### src/rtl/next_pc_pkg.sv
// next_pc_pkg: shared constants and next-PC select encoding
// for the fetch program-counter unit.
package next_pc_pkg;

    localparam int NPC_WIDTH       = 64;
    localparam int NPC_INSTR_BYTES = 4;

    typedef enum logic [1:0] {
        SEQ,
        HOLD,
        BRANCH,
        RETURN
    } npc_sel_e;

endpackage

### src/rtl/next_pc_unit_ras.sv
// return_addr_stack: circular return-address stack that overwrites the
// oldest entry on overflow; push+pop in one cycle replaces the top.
module return_addr_stack #(
    parameter int WIDTH     = 64,
    parameter int RAS_DEPTH = 4
) (
    input  logic             clk,
    input  logic             rst_n,
    input  logic             push,
    input  logic             pop,
    input  logic [WIDTH-1:0] push_addr,
    output logic [WIDTH-1:0] top,
    output logic             empty,
    output logic             full
);

    localparam int PW = $clog2(RAS_DEPTH);
    localparam int CW = $clog2(RAS_DEPTH + 1);

    logic [WIDTH-1:0] mem [RAS_DEPTH];
    logic [PW-1:0]    wptr;
    logic [CW-1:0]    count;
    logic             replace;
    logic             do_push;
    logic             do_pop;

    assign empty   = (count == '0);
    assign full    = (count == CW'(RAS_DEPTH));
    assign top     = mem[wptr - 1'b1];
    assign replace = push & pop & ~empty;
    assign do_push = push & ~replace;
    assign do_pop  = pop & ~push & ~empty;

    // Pointer and occupancy; a full push wraps the pointer over the oldest entry.
    always_ff @(posedge clk or negedge rst_n) begin
        if (!rst_n) begin
            wptr  <= '0;
            count <= '0;
        end else if (do_push) begin
            wptr <= wptr + 1'b1;
            if (!full)
                count <= count + 1'b1;
        end else if (do_pop) begin
            wptr  <= wptr - 1'b1;
            count <= count - 1'b1;
        end
    end

    // Entry storage; stale contents are hidden by count after reset.
    always_ff @(posedge clk) begin
        if (replace)
            mem[wptr - 1'b1] <= push_addr;
        else if (do_push)
            mem[wptr] <= push_addr;
    end

endmodule

### src/rtl/next_pc_unit.sv
// next_pc_unit: fetch PC register with sequential advance, stall and EX redirects.
// Define NEXT_PC_RAS_EN to add a return-address stack for Return targets.
module next_pc_unit
    import next_pc_pkg::*;
#(
    parameter int               WIDTH       = NPC_WIDTH,
    parameter int               INSTR_BYTES = NPC_INSTR_BYTES,
    parameter int               IMM_SHIFT   = 2,
    parameter logic [WIDTH-1:0] RESET_PC    = '0,
    parameter int               RAS_DEPTH   = 4
) (
    input  logic             CLK,
    input  logic             Reset_L,
    input  logic             Stall,
    input  logic             Branch,
    input  logic             ALUZero,
    input  logic             Uncondbranch,
    input  logic             Call,
    input  logic             Return,
    input  logic [WIDTH-1:0] BranchPC,
    input  logic [WIDTH-1:0] SignExtImm,
    input  logic [WIDTH-1:0] RegTarget,
    output logic [WIDTH-1:0] PC,
    output logic [WIDTH-1:0] PCPlus,
    output logic             Flush,
    output logic             RasEmpty,
    output logic             RasFull
);

    logic             taken;
    logic [WIDTH-1:0] br_target;
    logic [WIDTH-1:0] ret_target;
    logic [WIDTH-1:0] next_pc;
    npc_sel_e         sel;

    assign taken     = Return | Uncondbranch | (Branch & ALUZero);
    assign Flush     = taken;
    assign PCPlus    = PC + WIDTH'(INSTR_BYTES);
    assign br_target = BranchPC + (SignExtImm << IMM_SHIFT);

`ifdef NEXT_PC_RAS_EN
    logic [WIDTH-1:0] ras_top;
    logic             ras_push;

    assign ras_push   = Call & Uncondbranch;
    assign ret_target = RasEmpty ? RegTarget : ras_top;

    return_addr_stack #(
        .WIDTH     (WIDTH),
        .RAS_DEPTH (RAS_DEPTH)
    ) u_ras (
        .clk       (CLK),
        .rst_n     (Reset_L),
        .push      (ras_push),
        .pop       (Return),
        .push_addr (BranchPC + WIDTH'(INSTR_BYTES)),
        .top       (ras_top),
        .empty     (RasEmpty),
        .full      (RasFull)
    );
`else
    logic unused_ras;

    assign ret_target = RegTarget;
    assign RasEmpty   = 1'b1;
    assign RasFull    = 1'b0;
    assign unused_ras = Call ^ RAS_DEPTH[0];
`endif

    // Priority select: redirect beats stall, stall beats sequential.
    always_comb begin
        sel = SEQ;
        if (Return)
            sel = RETURN;
        else if (taken)
            sel = BRANCH;
        else if (Stall)
            sel = HOLD;
    end

    // Next-PC mux driven by the select.
    always_comb begin
        next_pc = PCPlus;
        unique case (sel)
            SEQ:    next_pc = PCPlus;
            HOLD:   next_pc = PC;
            BRANCH: next_pc = br_target;
            RETURN: next_pc = ret_target;
        endcase
    end

    // Fetch PC register.
    always_ff @(posedge CLK or negedge Reset_L) begin
        if (!Reset_L)
            PC <= RESET_PC;
        else
            PC <= next_pc;
    end

endmodule
### config.mk
export PLATFORM = sky130hd
export DESIGN_NAME = next_pc_unit
export DESIGN_NICKNAME = d
export VERILOG_FILES = /design/src/rtl/next_pc_pkg.sv /design/src/rtl/next_pc_unit_ras.sv /design/src/rtl/next_pc_unit.sv
export SDC_FILE = /design/constraint.sdc
export NUM_CORES = 1
export LEC_CHECK = 0
export BUFFER_PORTS_ARGS = -buffer_cell sky130_fd_sc_hd__buf_2
export CAP_MARGIN = 0
export CORE_ASPECT_RATIO = 0.5
export CORE_MARGIN = 1.5
export CORE_UTILIZATION = 52
export CTS_BUF_LIST = sky130_fd_sc_hd__clkbuf_2 sky130_fd_sc_hd__clkbuf_4 sky130_fd_sc_hd__clkbuf_8
export CTS_CLUSTER_SIZE = 12
export DETAILED_ROUTE_END_ITERATION = 10
export MAX_ROUTING_LAYER = met4
export PLACE_DENSITY = 0.84
export REMOVE_ABC_BUFFERS = 1
export SLEW_MARGIN = 10
export SYNTH_ARGS = -nofsm -noshare
export SYNTH_HDL_FRONTEND = slang
export SYNTH_SLANG_ARGS = --single-unit
### constraint.sdc
create_clock -name CLK -period 3.1 [get_ports CLK]
set_input_delay 0.155 -clock CLK [delete_from_list [all_inputs] [get_ports CLK]]
set_output_delay 0.155 -clock CLK [all_outputs]
set_load 0.01 [all_outputs]
==> results.cfg <==
[status]
status = completed

[final_layout]
largest-register = PC
nFillCells = 1401
seq_area_um2 = 1610
syn_to_final_growth_pct = 30.4
post-route-util_pct = 71.0
nNetsFinal = 1789
layout_common_cells = buf_2 (325), nand2_1 (149), a21oi_1 (112)
multi_input_area_um2 = 6660
top_regs = PC: 64 flops
largest_reg_flops = 64
drive_above_1_share_pct = 30.4
design_area_um2 = 11200
layout_commonest_cell = buf_2

[synthesis]
ys_seq_elements = 64
syn_area_um2 = 8590
synthArstFlopShare_pct = 100
syn_avg_cell_area_um2 = 7.31
ys_seq_area_share_pct = 18.6
synth_edf_count = 0
yosys_warnings = 0
syn-instance-count = 1175
synth.distinct_cells = 74
synth-main-ff-cell = dfrtp_1

[cts]
cts_buffer_depth = 2
cts_tree = yes
clock_latency_ns = 0.39
clkSinkCount = 64
h-tree-depth = 3
ctsRootBufferMaster = clkbuf_8
clk_pin_slew_ns = 0.09
cts_buffers = 9

[pwr]
powerDensity_nw_per_um2 = 390
vdd_drop_max_uv = 282
leakagePower_nw = 5.37

[critical_path]
cpMaxStageDelayCell = dfrtp_1
crit_chain = ha_4 > nand4_4 > nor4_4 > nand2_4 > buf_6 > nor3_4 > nand3_4 > buf_4 > nor2_1 > xor2_1 > buf_2
cpPeakStageDelay_ns = 0.42
cp_max_fo = 6
start_kind = register
crit_buf_inv = 3
cp.required_ns = 2.94
arrival_ns = 2.86
cp-end-kind = output port
cpLargestDelayFamily = simple AND/OR/NAND/NOR gates
critPathKind = register to output port

[placed_design]
placed_cell_area_um2 = 10800
dp_hpwl_mm = 26.8
place.gp.congestion = 0.992
dp_slack_ns = -0.121
portBuffers = 325

[hold_path]
hold_path.class = input pin to register

[sta]
min_period_over_period_pct = 97.3
layout_min_cycle_time_ns = 3.02
hold_viol_final = 0
max_freq_ghz = 0.332
maxSlewViolCount = 0
setup_tns_ns = 0
hold_slack_ns = 0.0164
setup_violations = 0
post-route-worst-setup-slack_ns = 0.0845
maxSlewHeadroom_pct = 48.7
worst_slew_pin_slew_ns = 0.767
rsz0062_at_grt = true
fin_skew_ns = 0.0135

[job]
drv_cap = 0

[route]
wl_per_cell_um = 20.1
vias = 10900
drt-pass1-iter-count = 5
routed_wl_mm = 35.3
drcViolationCount = 0
ant_nets = 0
avgViaCountPerCell = 6.20
drtIter0Drc = 1047

[floorplan]
die_area_um2 = 17300
ios = 331
die_x_um = 185
coreArea_um2 = 15800
start_util_pct = 54.5
rows = 32
die_y_um = 93.9

[global_route]
grt_max_degree = 47
grt_pass1_vias = 10100
grt_pass1_wl_mm = 53.3
antenna_found_initial = 1
grt_overflow_total = 0
grtUsageTotal_pct = 40.7
## worst paths after layout
path	start	to	slack, ns	cells past startpoint
worst max register to register	PC[3]$_DFFE_PN0P_	PC[40]$_DFFE_PN0P_	0.30	12
worst min register to register	PC[0]$_DFFE_PN0P_	PC[0]$_DFFE_PN0P_	0.52	2
max in group asynchronous	Reset_L	PC[26]$_DFFE_PN0P_	1.66	3
min in group asynchronous	Reset_L	PC[3]$_DFFE_PN0P_	0.31	2
worst max-delay path	PC[3]$_DFFE_PN0P_	PCPlus[36]	0.08	11
worst min-delay path	RegTarget[36]	PC[36]$_DFFE_PN0P_	0.02	3
## power breakdown
part | switching, W | internal (W)
Clock | 0.000420 | 0.000478
Combinational | 0.00129 | 0.000971
Sequential | 0.000236 | 0.000973
## cells in the mapped netlist (all sizes together) (8+ instances only)
library cell / n / area (µm²)
nor4: 13 / 124
buf: 17 / 95.1
xor2: 50 / 445
clkbuf: 54 / 203
o21a: 9 / 67.6
o31ai: 9 / 72.6
o211ai: 10 / 75.1
nand2: 151 / 577
o21bai: 16 / 120
nor2: 88 / 338
a21o: 42 / 315
nor3: 24 / 131
a31oi: 20 / 140
o22ai: 14 / 87.6
o221ai: 9 / 78.8
nand2b: 8 / 50.1
a211oi: 13 / 97.6
a21oi: 112 / 561
and3: 25 / 156
dfrtp: 64 / 1600
nand3: 39 / 200
o21ai: 75 / 375
ha: 62 / 776
nand4: 34 / 225
xnor2: 75 / 657
a22oi: 9 / 67.6
inv: 35 / 131
a22o: 10 / 87.6
## stage by stage
step,cells,total power (W)
floorplan,1104,0.00244
global placement,1723,0.00335
detailed placement,1723,0.00338
CTS,1745,0.00430
global route,1753,0.00459
finish,1753,0.00437
## cell families (layout without fill, tap and decap cells)
kind of cell,after synthesis,in the layout,synth area share [%]
AO/OA/AOI/OAI,391,391,29.4
XOR/XNOR,125,125,12.8
adder cells (fa/ha/maj),63,63,9.26
buffers and inverters,106,462,5.00
flip-flops,64,64,18.6
multiplexers,7,7,0.816
other,2,3,0.0874
AND/OR/NAND/NOR,417,417,23.9
## area by class of cell
type,instances,area share [%]
multi-input cells,1005,59.4
flip-flops and latches,64,14.4
diodes,1,0.0223
repair buffers,411,20.5
well taps,221,2.47
clock inverters,6,0.826
inverters,35,1.17
clock buffers,10,1.23
## worst min-delay path: cells and delay by family
family | cells | cell delay, ns
AO/OA/AOI/OAI | 2 | 0.14
buffers and inverters | 1 | 0.08
## layer usage
metal  track usage, %  wire, µm
met2             64.8     16000
met4             14.3       986
met5                -         0
met3             6.01      3690
met1             52.9     14600
## repair_timing
item / 4_1_cts / 5_1_grt
hold endpoints to repair: 24 / 0
gates resized for setup: 7 / 17
hold buffers: 3 / 0
setup buffers: 3 / 7
cloned: 0 / 0
setup endpoints to repair: 16 / 10
pin swaps: 2 / 2
No activity file was read; power rests on OpenSTA's default activity.
